File: src/rtl/stopwatch_bcd.sv
// stopwatch_bcd: MM:SS.cc BCD stopwatch on clk_50MHz ticked by clk_100Hz rising edges; in: reset, clk_100Hz, btn_start/lap/clear; out: six BCD digits, running, lap_active, overflow
module stopwatch_bcd #(
  parameter int MAX_MIN = 59
) (
  input  logic       clk_50MHz,
  input  logic       reset,
  input  logic       clk_100Hz,
  input  logic       btn_start,
  input  logic       btn_lap,
  input  logic       btn_clear,
  output logic [3:0] cs_ones,
  output logic [3:0] cs_tens,
  output logic [3:0] sec_ones,
  output logic [3:0] sec_tens,
  output logic [3:0] min_ones,
  output logic [3:0] min_tens,
  output logic       running,
  output logic       lap_active,
  output logic       overflow
);
  typedef enum logic [1:0] {IDLE, RUN, LAP, PAUSE} state_t;
  localparam logic [5:0][3:0] LIM = {4'd9, 4'd9, 4'd5, 4'd9, 4'd9, 4'd9};
  localparam logic [23:0] TOP = {4'(MAX_MIN / 10), 4'(MAX_MIN % 10), 16'h5999};
  state_t state_q, state_d;
  logic [5:0][3:0] live_q, live_d, disp_q, disp_d;
  logic tick_prev_q, start_prev_q, lap_prev_q, clear_prev_q;
  logic running_q, running_d, lap_active_q, lap_active_d, overflow_q, overflow_d;
  logic tick, press_start, press_lap, press_clear, cnt_en, carry;
  always_comb begin
    tick = clk_100Hz & ~tick_prev_q;
    press_start = btn_start & ~start_prev_q;
    press_lap = btn_lap & ~lap_prev_q;
    press_clear = btn_clear & ~clear_prev_q;
    state_d = state_q;
    case (state_q)
      IDLE: state_d = press_start ? RUN : IDLE;
      RUN: state_d = press_start ? PAUSE : press_lap ? LAP : RUN;
      LAP: state_d = press_start ? PAUSE : press_lap ? RUN : LAP;
      default: state_d = press_clear ? IDLE : press_start ? RUN : PAUSE;
    endcase
    cnt_en = tick && (state_q == RUN || state_q == LAP);
    carry = cnt_en;
    live_d = live_q;
    for (int i = 0; i < 6; i++) begin
      live_d[i] = carry ? (live_q[i] == LIM[i] ? 4'd0 : live_q[i] + 4'd1) : live_q[i];
      carry = carry && live_q[i] == LIM[i];
    end
    if (state_d == IDLE || (cnt_en && live_q == TOP)) live_d = '0;
    overflow_d = state_d != IDLE && (overflow_q || (cnt_en && live_q == TOP));
    disp_d = (state_q == LAP && state_d == LAP) ? disp_q : live_d;
    running_d = state_d == RUN || state_d == LAP;
    lap_active_d = state_d == LAP;
  end
  always_ff @(posedge clk_50MHz) begin
    if (reset) begin
      state_q <= IDLE;
      live_q <= '0;
      disp_q <= '0;
      running_q <= 1'b0;
      lap_active_q <= 1'b0;
      overflow_q <= 1'b0;
      tick_prev_q <= 1'b1;
      start_prev_q <= 1'b1;
      lap_prev_q <= 1'b1;
      clear_prev_q <= 1'b1;
    end else begin
      state_q <= state_d;
      live_q <= live_d;
      disp_q <= disp_d;
      running_q <= running_d;
      lap_active_q <= lap_active_d;
      overflow_q <= overflow_d;
      tick_prev_q <= clk_100Hz;
      start_prev_q <= btn_start;
      lap_prev_q <= btn_lap;
      clear_prev_q <= btn_clear;
    end
  end
  assign cs_ones = disp_q[0];
  assign cs_tens = disp_q[1];
  assign sec_ones = disp_q[2];
  assign sec_tens = disp_q[3];
  assign min_ones = disp_q[4];
  assign min_tens = disp_q[5];
  assign running = running_q;
  assign lap_active = lap_active_q;
  assign overflow = overflow_q;
endmodule

File: config.mk
export PLATFORM = sky130hd
export DESIGN_NAME = stopwatch_bcd
export DESIGN_NICKNAME = d
export VERILOG_FILES = /design/src/rtl/stopwatch_bcd.sv
export SDC_FILE = /design/constraint.sdc
export NUM_CORES = 1
export LEC_CHECK = 0
export ABC_AREA = 1
export CAP_MARGIN = 20
export CORE_MARGIN = 5
export CORE_UTILIZATION = 50
export DETAILED_ROUTE_END_ITERATION = 6
export PLACE_DENSITY = 0.73
export SLEW_MARGIN = 20
export SYNTH_ARGS = -nofsm -noshare
export SYNTH_HDL_FRONTEND = slang
export SYNTH_SLANG_ARGS = --single-unit
File: constraint.sdc
create_clock -name clk_50MHz -period 6.93 [get_ports clk_50MHz]
set_input_delay 2.079 -clock clk_50MHz [delete_from_list [all_inputs] [get_ports clk_50MHz]]
set_output_delay 2.079 -clock clk_50MHz [all_outputs]
set_load 0.01 [all_outputs]
==> key figures, run 1 <==
Outcome
  • Outcome: complete, no violations

Detailed routing
  • DRC viols: 0
  • DR WL/cell: between 10 and 15 µm
  • Antenna-violating nets left: 0
  • Total number of vias: 2,314
  • Final Routed Wirelength: 5540 µm
  • Pre-antenna DRT Iters: 4
  • Starting DRC count in detailed routing: 99
  • Vias per inst: approximately 5

Logic synthesis
  • Synth top area share: 40.7%
  • Cell area after synthesis: between 2000 and 3000 µm²
  • Post-synth top cells: 57 x dfxtp_1, 54 x nand2_1, 41 x nor2_1, 39 x inv_1, 32 x o21ai_0
  • Synthesis-stage register bit count: 57
  • Avg Cell Area, Syn: 7.87 µm²
  • Post-synth EDFFs: 0
  • Net Count, Synth: 367
  • Async set or reset register ratio after synthesis: 0%
  • Synth unique cells: 35
  • Area contributors post-synth: dfxtp_1 41%, nand2_1 7.2%, o21ai_0 5.7%
  • Top-count cell post-synth: dfxtp_1
  • Synth warnings: 0
  • Synth Flop Type: dfxtp_1
  • Mapped Cells: 356
  • Yosys top cell by area: dfxtp_1
  • Seq/Total Area, Yosys: 40.7%

Clock network
  • # hold bufs at CTS: 0
  • Insertion delay to the later sink of the worst-skew pair: ~330 ps
  • Maximum root-to-sink buffer count: 2
  • TritonCTS buffer count: 9
  • Clock net sink count: 57
  • H-Tree Depth: 3
  • TritonCTS clock tree: yes
  • Post-CTS Setup Repair Bufs: 0
  • Post-CTS Resized: 0
  • Clock transition at path regs: about 60 ps
  • Root buf cell: clkbuf_8

Min path
  • Worst Hold Path Cells: 2
  • Hold_sp: min_ones[3]$_SDFFE_PP0N_
  • Path type of the worst min-delay path: reg2reg
  • Hold EP: min_ones[3]$_SDFFE_PP0N_

Critical path
  • WS Path Type: in2reg
  • Worst setup SP type: input port
  • CP Buf/Inv Count: 3
  • R2r setup slk: 4650 ps
  • Max stage delay on crit path: 480 ps
  • Slowest cell on crit path: clkdlybuf4s50_1
  • Worst endpoint required time: between 7000 and 8000 ps
  • Reg-to-reg critical path endpoint: min_tens[3]$_SDFFE_PP0N_
  • Crit path max fanout: 48
  • CP top delay family: buffers and inverters
  • Most common cell on crit path: nand2_1
  • RR Startpoint: state_q[0]$_SDFF_PP0_
  • Worst path cell trace: clkdlybuf4s50_1 > inv_1 > nor2_1 > nand2_1 > nand2_1 > nand2_1 > nand2_2 > nand2_1 > ha_1 > nand2_1 > buf_4 > o21ai_0 > a21oi_2
  • R2R cell count: 9
  • Critical Path AT: 4180 ps
  • CP startpoint: btn_lap
  • Worst Setup End Kind: register

Global routing
  • Gr ovfl total: 0
  • Maximum number of pins on one net before global-route repair: 49
  • First-pass GRT wire length: 9580 µm
  • Vias in the first global route: 2,136
  • GRT Total Usage: 16.2%
  • Initial antenna violation count: 0

Placed design
  • Port bufs: 32
  • HPWL after DPL: 3910 µm
  • Routability Congestion: 0.849

Timing
  • Max Slew Vio Count: 0
  • Tmin final: approximately 4000 ps
  • Tcrit/Tclk final: 56.6%
  • RSZ-0062 raised after global routing: false
  • Final setup viols: 0
  • Final clock skew: 9.50 ps
  • Maximum clock rate: 255 MHz
  • Slew Limit Headroom: 43.0%
  • Final TNS setup: 0 ps
  • Worst slew pin tran: 854 ps
  • Final Hold Viols: 0

Flow run
  • MaxCap Viol Count: 0

Final layout
  • Area delta synth->final: 19.6%
  • Layout cell share with drive strength beyond 1: about 20%
  • N_diodes: 0
  • Fin nets: 400

Floorplanning
  • Chip height: 84.9 µm
  • Core area: 5470 µm²
  • Die ar.: 7200 µm²
  • Initial Utilization: 51.2%
  • Row cnt: 27
  • Chip width: around 85 µm
  • IO Pins: 33

Power and ir drop
  • P_leak: 1.33 nW
  • Peak VDD IR: 0.154 mV
  • Total power: ~0.65 mW
  • Power density over cell area: between 150 and 200 nW/µm²
-- cells by family (layout without fill, tap and decap cells) --
kind of cell | Yosys count | count (layout) | share of synthesized area (%)
DFF | 57 | 57 | 40.7
xor gates and xnor gates | 5 | 5 | 1.56
AOI/OAI and AO/OA | 63 | 63 | 13.5
adders and majority gates | 5 | 5 | 2.23
and+or+nand+nor | 172 | 172 | 34.0
buffers and inverters | 54 | 92 | 7.99
-- worst max-delay path by stage --
stage / end / slack, ps / cells past startpoint
6_report: min_tens[3]$_SDFFE_PP0N_ / 3010 / 13
5_1_grt: min_ones[1]$_SDFFE_PP0N_ / 2870 / 13
3_5_place_dp: min_tens[3]$_SDFFE_PP0N_ / 2680 / 13
4_1_cts: min_tens[3]$_SDFFE_PP0N_ / 3010 / 13
2_1_floorplan: cs_ones[3]$_SDFFE_PP0N_ / 3310 / 12
3_3_place_gp: cs_tens[3]$_SDFFE_PP0N_ / 2780 / 13
-- layer usage --
| layer | vias up | share of wire [%] | global-route usage, % |
|---|---|---|---|
| met5 | - | 0 | 0 |
| met4 | 0 | 1.2 | 6.33 |
| met3 | 6 | 5.3 | 4.27 |
| met2 | 58 | 44 | 25.3 |
| met1 | 1035 | 49 | 21.3 |
| li1 | 1215 | - | - |
-- sequential cells by signal, indices dropped and copies added, names as in the netlist --
signal and cells:
start_prev_q 1, min_tens 4, cs_ones 4, lap_active 1
lap_prev_q 1, sec_ones 4, running 1, clear_prev_q 1
state_q 2, overflow 1, min_ones 4, live_q 24
sec_tens 4, cs_tens 4, tick_prev_q 1
-- worst register-to-register path, cell delays in order, from the launching register on --
cell and delay [ps]:
dfxtp_1 360, inv_1 80, ha_1 350, nand3b_4 140, nor2_8 70, nand2_4 90, nor2_4 60, a21oi_4 650
nand3_1 250, a21oi_2 170
-- metrics by stage --
stage          instance area [µm²]  utilization, %  hold WS [ps]  setup slack (ps)  cells
6_report                      3350            61.2           536              3010    466
5_1_grt                       3350            61.2           573              2870    466
4_1_cts                       3350            61.2           543              3010    466
3_5_place_dp                  3160            57.8           524              2680    450
3_3_place_gp                  3160            57.8           512              2780    450
2_1_floorplan                 2800               -           545              3310    356
-- cell type report --
class / count / area, µm²
multi-input cells: 245 / 1440
flip-flops and latches: 57 / 1140
repair buffers: 34 / 335
well taps: 72 / 90.1
clock buffers: 13 / 149
clock inverters: 3 / 40.0
inverters: 42 / 158
fillers: 507 / 2120
-- cells in the final DEF, fill, tap and decap left out, types with 3 or more instances in the layout --
master            n
nor2_1           41
clkbuf_8         10
dfxtp_1          57
nand3_1          22
nand4_1           5
a21oi_2          12
inv_2             3
nand3_2          13
inv_1            39
clkdlybuf4s50_1  32
nor2_4            6
nor2_2            4
ha_1              5
nand2_1          54
nand2_2          17
a21oi_1          12
o21ai_0          32
o21ai_1           3
xor2_1            4
or2_2             3
clkbuf_1          3
-- power by group --
part | switching [mW] | internal (mW)
combinational | 0.0154 | 0.00792
clock | 0.123 | 0.175
sequential | 0.000795 | 0.329
(Power assumes the default switching activity.)
==> run 2, diff against run 1 <==
==> constraint.sdc (replaced) <==
create_clock -name clk_50MHz -period 3.9 [get_ports clk_50MHz]
set_input_delay 1.17 -clock clk_50MHz [delete_from_list [all_inputs] [get_ports clk_50MHz]]
set_output_delay 1.17 -clock clk_50MHz [all_outputs]
set_load 0.01 [all_outputs]
==> run 2 against run 1 <==
- clock power increased by 110%
- via count decreased by 0.22%
- critical path type unchanged
- register-to-register slack got worse by 2700 ps
- final area increased by 1.6%
- highest routed layer unchanged
- global-route usage increased by 1.2 points
==> key figures, run 2 (synthesis results as in run 1) <==
Clock network
  • Root buf cell: clkbuf_8
  • # hold bufs at CTS: 0
  • Post-CTS Setup Repair Bufs: 0
  • TritonCTS buffer count: 9
  • Insertion delay to the later sink of the worst-skew pair: 330 ps
  • Maximum root-to-sink buffer count: 2
  • H-Tree Depth: 3
  • Clock transition at path regs: 60 ps
  • Clock net sink count: 57
  • Post-CTS Resized: 0
  • TritonCTS clock tree: yes

Floorplanning
  • Row cnt: 27
  • Initial Utilization: 51.2%
  • IO Pins: 33
  • Core area: roughly 5500 µm²
  • Die ar.: 7200 µm²
  • Chip height: 84.9 µm
  • Chip width: between 80 and 90 µm

Final layout
  • Fillers: about 500
  • Max reg flops: 24
  • Layout cell share with drive strength beyond 1: 21.5%
  • N_diodes: 0
  • Fin nets: 402
  • Non-Filler Instances: 468
  • Register area: 1140 µm²
  • Area delta synth->final: 21.5%
  • Commonest cells after routing, fill and taps aside: 57 x dfxtp_1, 54 x nand2_1, 41 x nor2_1
  • Final Core Density: between 60% and 70%
  • Reg with most FFs: live_q
  • Multi-input logic area: 1440 µm²
  • Commonest non-fill, non-tap cell in the layout: dfxtp_1

Global routing
  • Initial antenna violation count: 0
  • Gr ovfl total: 0
  • First-pass GRT wire length: 10,200 µm
  • GRT Total Usage: 17.4%
  • Vias in the first global route: 2,221
  • Global route hottest layer: met2
  • Met1 GRT Util: 22.7%
  • Maximum number of pins on one net before global-route repair: 33
  • Met2 Track Usage GR: between 20% and 30%
  • Met3 usage in global routing: 4.27%

Timing
  • Maximum clock rate: between 300 and 400 MHz
  • Final setup viols: 0
  • Tmin final: 2770 ps
  • RSZ-0062 raised after global routing: false
  • Slew Limit Headroom: 53.6%
  • Worst slew pin tran: 696 ps
  • Tcrit/Tclk final: between 70% and 80%
  • Max Slew Vio Count: 0
  • Final clock skew: just over 6 ps
  • Final TNS setup: 0 ps
  • Final Hold Viols: 0

Placed design
  • HPWL after DPL: 4000 µm
  • Routability Congestion: 0.811
  • Placed cells: between 400 and 500
  • Port bufs: 32

Critical path
  • CP top delay family: buffers and inverters
  • Slowest cell on crit path: clkdlybuf4s50_1
  • R2R cell count: 10
  • Critical Path AT: 3040 ps
  • Worst endpoint required time: 4170 ps
  • R2r setup slk: 1950 ps
  • Worst setup SP type: input port
  • Reg-to-reg critical path endpoint: sec_ones[3]$_SDFFE_PP0N_
  • Max stage delay on crit path: 470 ps
  • Worst path cell trace: clkdlybuf4s50_1 > inv_1 > nor2_1 > nand2_1 > nand2_1 > nand2_1 > nand2_2 > nand2_1 > ha_1 > nand2_1 > buf_4 > o21ai_0 > a21oi_2
  • WS Path Type: in2reg
  • RR Startpoint: state_q[0]$_SDFF_PP0_
  • Most common cell on crit path: nand2_1
  • CP Buf/Inv Count: 3
  • Worst Setup End Kind: register
  • Crit path max fanout: 26

Flow run
  • MaxCap Viol Count: 0

Power and ir drop
  • Peak VDD IR: 0.279 mV
  • Total power: about 1.3 mW
  • P_leak: between 1 and 1.5 nW
  • Power density over cell area: approximately 370 nW/µm²

Detailed routing
  • Vias per inst: 4.93
  • Starting DRC count in detailed routing: roughly 110
  • Antenna-violating nets left: 0
  • Pre-antenna DRT Iters: 4
  • Total number of vias: 2,309
  • Final Routed Wirelength: about 5600 µm
  • DRC viols: 0
  • DR WL/cell: ~12 µm

Min path
  • Worst Hold Path Cells: 2
  • Hold_sp: min_ones[3]$_SDFFE_PP0N_
  • Path type of the worst min-delay path: reg2reg
  • Hold EP: min_ones[3]$_SDFFE_PP0N_

Outcome
  • Outcome: complete, no violations
[run 2: changes by cell type in the layout (fill, tap and decap cells not counted)]
cell	previous run	this run
clkbuf_1	3	0
clkbuf_8	10	11
clkinvlp_4	0	1
bufinv_16	1	2
buf_4	2	4
[run 2: worst max path at each step]
| stage | from | endpoint | slack (ps) | depth (start not counted) |
|---|---|---|---|---|
| 2_1_floorplan | btn_lap | cs_ones[3]$_SDFFE_PP0N_ | 1180 | 12 |
| 3_3_place_gp | btn_lap | min_tens[0]$_SDFFE_PP0N_ | 870 | 13 |
| 3_5_place_dp | btn_lap | min_tens[1]$_SDFFE_PP0N_ | 800 | 13 |
| 4_1_cts | btn_lap | min_tens[1]$_SDFFE_PP0N_ | 1130 | 13 |
| 5_1_grt | btn_lap | min_ones[2]$_SDFFE_PP0N_ | 880 | 13 |
| 6_report | btn_lap | min_ones[2]$_SDFFE_PP0N_ | 1130 | 13 |
[run 2: through the flow]
stage	hold slack (ps)	area, µm²	worst slack [ps]
floorplan	545	2800	1180
global placement	513	3180	874
detailed placement	523	3180	802
CTS	544	3400	1130
global route	585	3400	883
finish	542	3400	1130
[run 2: cell type report]
cell class              instances  share of cell area [%]
multi-input cells             245                    42.2
flip-flops and latches         57                    33.5
repair buffers                 36                    10.3
inverters                      42                    4.63
clock buffers                  11                    4.45
well taps                      72                    2.65
clock inverters                 5                    2.28
[run 2: worst min-delay path, cell delays in order, from the launching register on]
cell	delay [ps]
dfxtp_1	330
o21ai_0	80
nor2_1	100
[run 2: where the power goes]
group	internal, mW	switching (mW)
Combinational	0.0147	0.0268
Sequential	0.585	0.00140
Clock	0.392	0.232
[run 2: metal layers]
layer  part of all wire (%)  wire (µm)  vias up
met4                    1.6         89        0
met1                     50       2780     1029
met2                     44       2490       49
met5                      0          0        -
met3                    4.5        250       10
li1                       -          -     1221
==> run 3, diff against run 2 <==
==> constraint.sdc (replaced) <==
create_clock -name clk_50MHz -period 2.85 [get_ports clk_50MHz]
set_input_delay 0.855 -clock clk_50MHz [delete_from_list [all_inputs] [get_ports clk_50MHz]]
set_output_delay 0.855 -clock clk_50MHz [all_outputs]
set_load 0.01 [all_outputs]
==> run 3 against run 2 <==
- clock power up 28%
- critical path depth unchanged
- combinational power rose by 50%
- cell count did not move
- power increased by 33%
- register-to-register slack lost 1000 ps
==> key figures, run 3 (synthesis results as in run 1) <==
Clock network
  • # hold bufs at CTS: 0
  • Insertion delay to the later sink of the worst-skew pair: approximately 340 ps
  • TritonCTS clock tree: yes
  • Post-CTS Setup Repair Bufs: 0
  • Root buf cell: clkbuf_8
  • Maximum root-to-sink buffer count: 2
  • Clock net sink count: 57
  • Post-CTS Resized: 0
  • TritonCTS buffer count: 9
  • H-Tree Depth: 3
  • Clock transition at path regs: 60 ps

Critical path
  • Crit path max fanout: 48
  • Critical Path AT: 2690 ps
  • Worst setup SP type: input port
  • Most common cell on crit path: nand2_1
  • Worst path cell trace: clkdlybuf4s50_1 > inv_1 > nor2_1 > nand2_1 > nand2_1 > nand2_1 > nand2_2 > nand2_1 > ha_1 > nand2_1 > buf_12 > o21ai_0 > a21oi_2
  • WS Path Type: in2reg
  • Worst Setup End Kind: register
  • Slowest cell on crit path: clkdlybuf4s50_1
  • Max stage delay on crit path: ~480 ps
  • Worst endpoint required time: 3120 ps

Global routing
  • Vias in the first global route: about 2,300
  • Maximum number of pins on one net before global-route repair: 49
  • Initial antenna violation count: 0
  • GRT Total Usage: between 10% and 20%
  • Gr ovfl total: 0
  • First-pass GRT wire length: roughly 10000 µm

Placed design
  • Routability Congestion: 0.825
  • HPWL after DPL: approximately 4000 µm
  • DP Worst Slack: 81.3 ps
  • Port bufs: 32

Final layout
  • Multi-input logic area: around 1400 µm²
  • Commonest cells after routing, fill and taps aside: 57 x dfxtp_1, 54 x nand2_1, 41 x nor2_1
  • Fin nets: approximately 400
  • Final Core Density: 62.5%
  • Max reg flops: 24
  • Area delta synth->final: 22.2%
  • N_diodes: 0
  • Commonest non-fill, non-tap cell in the layout: dfxtp_1
  • Layout cell share with drive strength beyond 1: 21.5%
  • Register area: ~1100 µm²
  • Fillers: 498
  • Reg with most FFs: live_q

Floorplanning
  • Chip height: about 85 µm
  • Die ar.: 7200 µm²
  • Core area: 5470 µm²
  • Initial Utilization: 51.2%
  • Chip width: about 85 µm
  • IO Pins: 33
  • Row cnt: 27

Timing
  • Tmin final: 2420 ps
  • Maximum clock rate: 413 MHz
  • Max Slew Vio Count: 0
  • Final TNS setup: 0 ps
  • Setup WS post-layout: roughly 430 ps
  • Final setup viols: 0
  • Worst hold slack: 532 ps
  • RSZ-0062 raised after global routing: false
  • Tcrit/Tclk final: 85.0%
  • Final clock skew: 7.88 ps
  • Final Hold Viols: 0
  • Slew Limit Headroom: 53.1%
  • Worst slew pin tran: 702 ps

Detailed routing
  • Total number of vias: 2,329
  • Final Routed Wirelength: 5660 µm
  • DRC viols: 0
  • Antenna-violating nets left: 0
  • Pre-antenna DRT Iters: 4
  • DR WL/cell: 12.1 µm
  • Starting DRC count in detailed routing: 89
  • Vias per inst: 4.98

Flow run
  • MaxCap Viol Count: 0

Power and ir drop
  • Total power: 1.67 mW
  • P_leak: 1.37 nW
  • Peak VDD IR: 0.415 mV
  • Power density over cell area: 487 nW/µm²

Min path
  • Path type of the worst min-delay path: reg2reg

Outcome
  • Outcome: complete, no violations
run 3: changes by cell type in the layout (fill, tap and decap cells not counted):
cell | before | now
buf_4 | 4 | 3
clkinvlp_4 | 1 | 0
clkbuf_8 | 11 | 13
buf_12 | 0 | 2
bufinv_16 | 2 | 1
clkinv_2 | 2 | 1
run 3: critical path: cells and delay by family:
family	cells	cell delay, ps
simple gates	7	550
compound gates	2	290
fa+ha+maj	1	210
buf+inv	3	770
run 3: final timing paths:
check / startpoint / to / slack, ps / cells after the start
worst max-delay path: btn_lap / min_ones[2]$_SDFFE_PP0N_ / 430 / 13
worst min-delay path: min_ones[3]$_SDFFE_PP0N_ / min_ones[3]$_SDFFE_PP0N_ / 530 / 2
worst max register to register: state_q[0]$_SDFF_PP0_ / min_ones[2]$_SDFFE_PP0N_ / 930 / 11
worst min register to register: min_ones[3]$_SDFFE_PP0N_ / min_ones[3]$_SDFFE_PP0N_ / 530 / 2
run 3: routing by layer:
layer	vias to the layer above	share of wire, %	track usage [%]
li1	1224	-	-
met4	0	2.2	9.50
met3	15	4.3	3.69
met2	45	46	27.2
met1	1045	47	21.5
met5	-	0	0
run 3: power breakdown:
group	total, mW	internal, mW	leakage, nW	switching [mW]
Sequential	0.803	0.801	0.460	0.00186
Clock	0.801	0.493	0.112	0.308
Combinational	0.0623	0.0242	0.795	0.0381
run 3: final cells by class:
class                      count  share of cell area, %
multi-input combinational    245                   42.0
sequential                    57                   33.3
timing repair buffer          37                   11.2
clock buffer                  13                   5.23
inverter                      42                   4.61
tap                           72                   2.63
clock inverter                 2                   1.02
run 3: stage by stage:
step           instance area [µm²]  instances
6_report                      3420        468
5_1_grt                       3420        468
4_1_cts                       3420        468
3_5_place_dp                  3210        453
3_3_place_gp                  3210        453
2_1_floorplan                 2800        356
